`config.mk`:
```
export PLATFORM = sky130hd
export DESIGN_NAME = vga_timing_gen
export DESIGN_NICKNAME = d
export VERILOG_FILES = /design/src/rtl/vga_timing_gen.sv
export SDC_FILE = /design/constraint.sdc
export NUM_CORES = 1
export LEC_CHECK = 0
export CAP_MARGIN = 20
export CORE_MARGIN = 2
export CORE_UTILIZATION = 55
export CTS_CLUSTER_DIAMETER = 80
export DETAILED_ROUTE_END_ITERATION = 10
export GPL_TIMING_DRIVEN = 1
export PLACE_DENSITY = 0.85
export SLEW_MARGIN = 25
export SYNTH_ARGS = -nofsm -noshare
export SYNTH_HDL_FRONTEND = slang
export SYNTH_SLANG_ARGS = --single-unit
```
`constraint.sdc`:
```
create_clock -name vga_clk -period 5.95 [get_ports vga_clk]
set_input_delay 1.19 -clock vga_clk [delete_from_list [all_inputs] [get_ports vga_clk]]
set_output_delay 1.19 -clock vga_clk [all_outputs]
set_load 0.03 [all_outputs]
```
`src/rtl/vga_timing_gen.sv`:
```
// vga_timing_gen: configurable VGA timing generator with latency-matched pixel pipeline and test patterns
module vga_timing_gen #(
    parameter int H_SYNC    = 96,
    parameter int H_BACK    = 48,
    parameter int H_VALID   = 640,
    parameter int H_FRONT   = 16,
    parameter int V_SYNC    = 2,
    parameter int V_BACK    = 33,
    parameter int V_VALID   = 480,
    parameter int V_FRONT   = 10,
    parameter bit SYNC_POL  = 1'b0,
    parameter int R_W       = 5,
    parameter int G_W       = 6,
    parameter int B_W       = 5,
    parameter int PIX_LAT   = 0,
    parameter int CHK_SHIFT = 5,
    localparam int RGB_W    = R_W + G_W + B_W
) (
    input  logic             vga_clk,
    input  logic             sys_rst,
    input  logic [1:0]       mode,
    input  logic [RGB_W-1:0] solid_color,
    input  logic [RGB_W-1:0] pix_data,
    output logic             pix_req,
    output logic [9:0]       pix_x,
    output logic [9:0]       pix_y,
    output logic             hsync,
    output logic             vsync,
    output logic             de,
    output logic [RGB_W-1:0] vga_rgb,
    output logic             frame_start,
    output logic [15:0]      frame_cnt
);
    localparam int H_TOTAL = H_SYNC + H_BACK + H_VALID + H_FRONT;
    localparam int HA      = H_SYNC + H_BACK;
    localparam int V_TOTAL = V_SYNC + V_BACK + V_VALID + V_FRONT;
    localparam int VA      = V_SYNC + V_BACK;
    localparam int BAR_W   = H_VALID / 8;
    // {R,G,B} on/off per bar, bar 0 in the low bits: white..black
    localparam logic [23:0] BARS = 24'b000_001_100_101_010_011_110_111;

    typedef struct packed {
        logic       first;
        logic       hs;
        logic       vs;
        logic       act;
        logic [9:0] x;
        logic [9:0] y;
    } tap_t;

    logic [11:0]      h_cnt, v_cnt;
    logic [1:0]       mode_r;
    logic             started;
    logic             h_last, v_last;
    tap_t             dl [PIX_LAT+1];
    tap_t             nxt, o;
    logic [9:0]       bar;
    logic [2:0]       bar_c;
    logic [RGB_W-1:0] pix;

    assign pix_req = dl[0].act;
    assign pix_x   = dl[0].x;
    assign pix_y   = dl[0].y;

    always_comb begin
        h_last    = h_cnt == 12'(H_TOTAL - 1);
        v_last    = v_cnt == 12'(V_TOTAL - 1);
        nxt.first = h_cnt == 12'd0 && v_cnt == 12'd0;
        nxt.hs    = h_cnt < 12'(H_SYNC);
        nxt.vs    = v_cnt < 12'(V_SYNC);
        nxt.act   = h_cnt >= 12'(HA) && h_cnt < 12'(HA + H_VALID) &&
                    v_cnt >= 12'(VA) && v_cnt < 12'(VA + V_VALID);
        nxt.x     = nxt.act ? 10'(h_cnt - 12'(HA)) : 10'd0;
        nxt.y     = nxt.act ? 10'(v_cnt - 12'(VA)) : 10'd0;
        o         = dl[PIX_LAT];
        bar       = o.x / 10'(BAR_W);
        // the division remainder falls into the last (black) bar
        bar_c     = BARS[5'(bar > 10'd7 ? 10'd7 : bar) * 5'd3 +: 3];
        pix       = mode_r == 2'd0 ? pix_data :
                    mode_r == 2'd1 ? {{R_W{bar_c[2]}}, {G_W{bar_c[1]}}, {B_W{bar_c[0]}}} :
                    mode_r == 2'd2 ? {RGB_W{o.x[CHK_SHIFT] ^ o.y[CHK_SHIFT]}} : solid_color;
    end

    always_ff @(posedge vga_clk) begin
        if (sys_rst) begin
            h_cnt       <= '0;
            v_cnt       <= '0;
            mode_r      <= '0;
            started     <= 1'b0;
            for (int i = 0; i <= PIX_LAT; i++) dl[i] <= '0;
            hsync       <= ~SYNC_POL;
            vsync       <= ~SYNC_POL;
            de          <= 1'b0;
            vga_rgb     <= '0;
            frame_start <= 1'b0;
            frame_cnt   <= '0;
        end else begin
            h_cnt <= h_last ? 12'd0 : h_cnt + 12'd1;
            if (h_last) v_cnt <= v_last ? 12'd0 : v_cnt + 12'd1;
            if (nxt.first) mode_r <= mode;
            dl[0] <= nxt;
            for (int i = 1; i <= PIX_LAT; i++) dl[i] <= dl[i-1];
            hsync       <= o.hs ? SYNC_POL : ~SYNC_POL;
            vsync       <= o.vs ? SYNC_POL : ~SYNC_POL;
            de          <= o.act;
            vga_rgb     <= o.act ? pix : '0;
            frame_start <= o.first;
            // the first frame after reset has not completed a frame yet
            if (o.first) started <= 1'b1;
            if (o.first && started) frame_cnt <= frame_cnt + 16'd1;
        end
    end
endmodule

```
==> impl_results.md <==
- Outcome: complete, no violations
- Multi-input logic area: 2240 sq um
- CTS root buf: clkbuf_8
- Largest area contributor in the netlist: dfxtp_1
- Post-CTS Setup Bufs: 0
- Fin. Hold Viols: 0
- Fin Clk Skew: 0.0125 ns
- Sw Share: 0.256
- PostCTS Resize Cnt: 0
- Hpwl dp: 7.11 mm
- Commonest non-fill, non-tap cells in the layout: clkdlybuf4s50_1, dfxtp_1, nor2_1, o21ai_0, nand2_1
- Worst setup path category: flop to flop
- Top post-synthesis cells by area: dfxtp_1, nor2_1, xnor2_1
- Synthesized area per cell: 8.66 sq um
- Final critical-path share of the clock period: 0.603
- Post-Syn Nets: 555
- Post-Syn Instances: 503
- Fraction of power consumed by combinational cells: 0.085
- Cell Area, Synth: 4360 sq um
- Crit path max-delay cell type: fa_1
- Maximum fanout along the worst path: 12
- Die X: 93.0 microns
- Vias per Instance: 5.47
- Final WL: 9.46 mm
- CTS Buf Count: 9
- Critical Path RT: 6.17 ns
- Worst path cell trace: and2b_1 -> a22oi_1 -> a311o_2 -> and2_4 -> ha_1 -> inv_1 -> fa_1 -> and2b_2 -> nor3b_1 -> a311o_1 -> a2111oi_4 -> a211oi_1
- Post-synth ARST share: 0
- Final setup violation count: 0
- RD Place Congestion: 0.898
- Max VDD drop: 0.162 mV
- Yosys cell types: 61
- Family with the most delay on the worst path: compound AO/OA/AOI/OAI gates
- CTS Sinks: 87
- Worst slew pin tran: 0.776 ns
- DR WL/cell: 14.1 microns
- IO buf count: 92
- Power Total: 1.12 mW
- Initial drt markers: 172
- CP Data Arrival Time: 3.80 ns
- Internal: 0.837 mW
- First-pass GRT wire length: 15.6 mm
- PwrDens: 211 nW/um^2
- Post-synth EDFFs: 0
- DRC Markers: 0
- Routed vias: 3659
- Antenna Cells: 0
- Min-Delay Path Class: flop to flop
- Sequential share of power: 0.532
- Vias in the first global route: 3361
- Fin. max-slew vios: 0
- Fin Setup TNS: 0 ns
- Largest net degree at the start of global routing: 33
- Share of cells above drive strength 1: 0.0670
- Switch Pwr: 0.287 mW
- Clock share of power: 0.383
- H-tree depth: 3
- Synth Register Bits: 87
- Pre-CTS setup slack: 2.40 ns
- Hold-fix buffers at CTS: 0
- Achievable clock frequency: 0.279 GHz
- Rel. slew slack: 0.479
- YS warnings: 0
- Die Y: 93.0 microns
- Clock transition at the registers of the reported paths: 0.09 ns
- Core Region: 7690 sq um
- Clk buf depth: 2
- Synth-to-layout area growth: 22.3%
- Die ar.: 8650 sq um
- Commonest non-fill, non-tap cell in the layout: clkdlybuf4s50_1
- Synth top area share: 0.400
- Clk_lat worst skew: 0.36 ns
- Cell row count: 32
- Grt ovf: 0
- Worst path max stage delay: 0.48 ns
- Leakage: 2.03 nW
- Filler instances: 612
- Worst Setup Start Kind: flop
- Post-layout min period: 3.59 ns
- Storage cell area: 1740 sq um
- Setup crit end kind: flop
- Total GRT Usage: 0.225
- CTS tree: yes
- Antenna viol nets, final: 0
- Register area share after synthesis: 0.400
- Number of max-cap violations: 0
- Fin nets: 614
- TritonRoute pass-1 iters: 5
- RSZ-0062 raised after global routing: false
- Setup WS post-layout: 2.36 ns
- Initial antenna violation count: 0
- Most common flop cell mapped by yosys: dfxtp_1
- Starting Density: 0.567
- Critical path buffer and inverter count: 1
- IO Pins: 93
- Hold Slack: 0.384 ns
[flip-flops by register name, indices dropped and copies added (netlist names)]
signal and cells:
de 1, dl 24, frame_cnt 16, frame_start 1
h_cnt 12, hsync 1, mode_r 2, started 1
v_cnt 12, vga_rgb 16, vsync 1
[final timing paths]
path / endpoint / start / depth (start not counted) / slack [ns]
min reg2reg: hsync$_SDFF_PP1_ / dl[0][22]$_SDFF_PP0_ / 1 / 0.38
min: hsync$_SDFF_PP1_ / dl[0][22]$_SDFF_PP0_ / 1 / 0.38
max reg2reg: vga_rgb[1]$_SDFF_PP0_ / dl[0][18]$_SDFF_PP0_ / 12 / 2.36
max: vga_rgb[1]$_SDFF_PP0_ / dl[0][18]$_SDFF_PP0_ / 12 / 2.36
[metrics by stage]
step,std cells,area (sq um),util
after floorplan,503,4360,-
after global placement,653,5110,0.665
after detailed placement,653,5110,0.665
after CTS,669,5330,0.693
after global routing,669,5330,0.693
final,669,5330,0.693
[worst reg2reg max path, cell delays in order (launching register included)]
cell       delay, ns
dfxtp_1         0.42
and2b_1         0.26
a22oi_1         0.08
a311o_2         0.42
and2_4          0.17
ha_1            0.20
inv_1           0.07
fa_1            0.48
and2b_2         0.25
nor3b_1         0.14
a311o_1         0.37
a2111oi_4       0.46
a211oi_1        0.14
[synthesized netlist by cell type, types with 2 or more instances]
library cell and number:
dfxtp_1 87, nor2_1 68, o21ai_0 37, nand2_1 36, buf_4 22, xnor2_1 22, inv_1 17, xor2_1 17
nor2b_1 16, ha_1 15, nand3_1 14, clkbuf_1 13, and3_1 12, a21oi_1 11, a211oi_1 10, nor3_1 9
nand2b_1 8, nor4_1 8, a221oi_1 6, nand4_1 6, buf_2 5, mux2i_1 5, and2_1 4, or3_1 4
buf_6 3, o31ai_1 3, or2_2 3, a211oi_2 2, a21o_1 2, a31o_2 2, a31oi_1 2, a41oi_1 2
and4_1 2, clkbuf_8 2, nor3b_1 2
[cell type report]
class | instances | area share
well taps | 102 | 0.0240
clock inverters | 7 | 0.0169
repair buffers | 93 | 0.174
multi-input cells | 352 | 0.420
clock buffers | 9 | 0.0233
inverters | 19 | 0.0143
flip-flops and latches | 87 | 0.327
[power groups by stage]
stage	logic, mW	registers, mW	clock network (mW)
floorplan	0.0538	0.610	0
global placement	0.0900	0.612	0
detailed placement	0.0935	0.612	0
CTS	0.0942	0.598	0.440
global route	0.104	0.600	0.468
finish	0.0957	0.598	0.431
[routing by layer]
metal,track usage,share of wire,vias up
met5,0,0,-
met4,0.0784,0.013,0
met3,0.0363,0.075,12
met2,0.386,0.48,146
met1,0.286,0.43,1682
li1,-,-,1819
[cells by family (layout without fill, tap and decap cells)]
family,Yosys count,count (layout),share of synthesized area
flops,87,87,0.400
mux,6,6,0.0141
xor+xnor,39,39,0.0784
fa+ha+maj,16,16,0.0477
buf+inv,64,128,0.0865
compound gates,88,88,0.138
simple gates,203,203,0.236
Note: power is estimated with default switching activity, not from simulation.
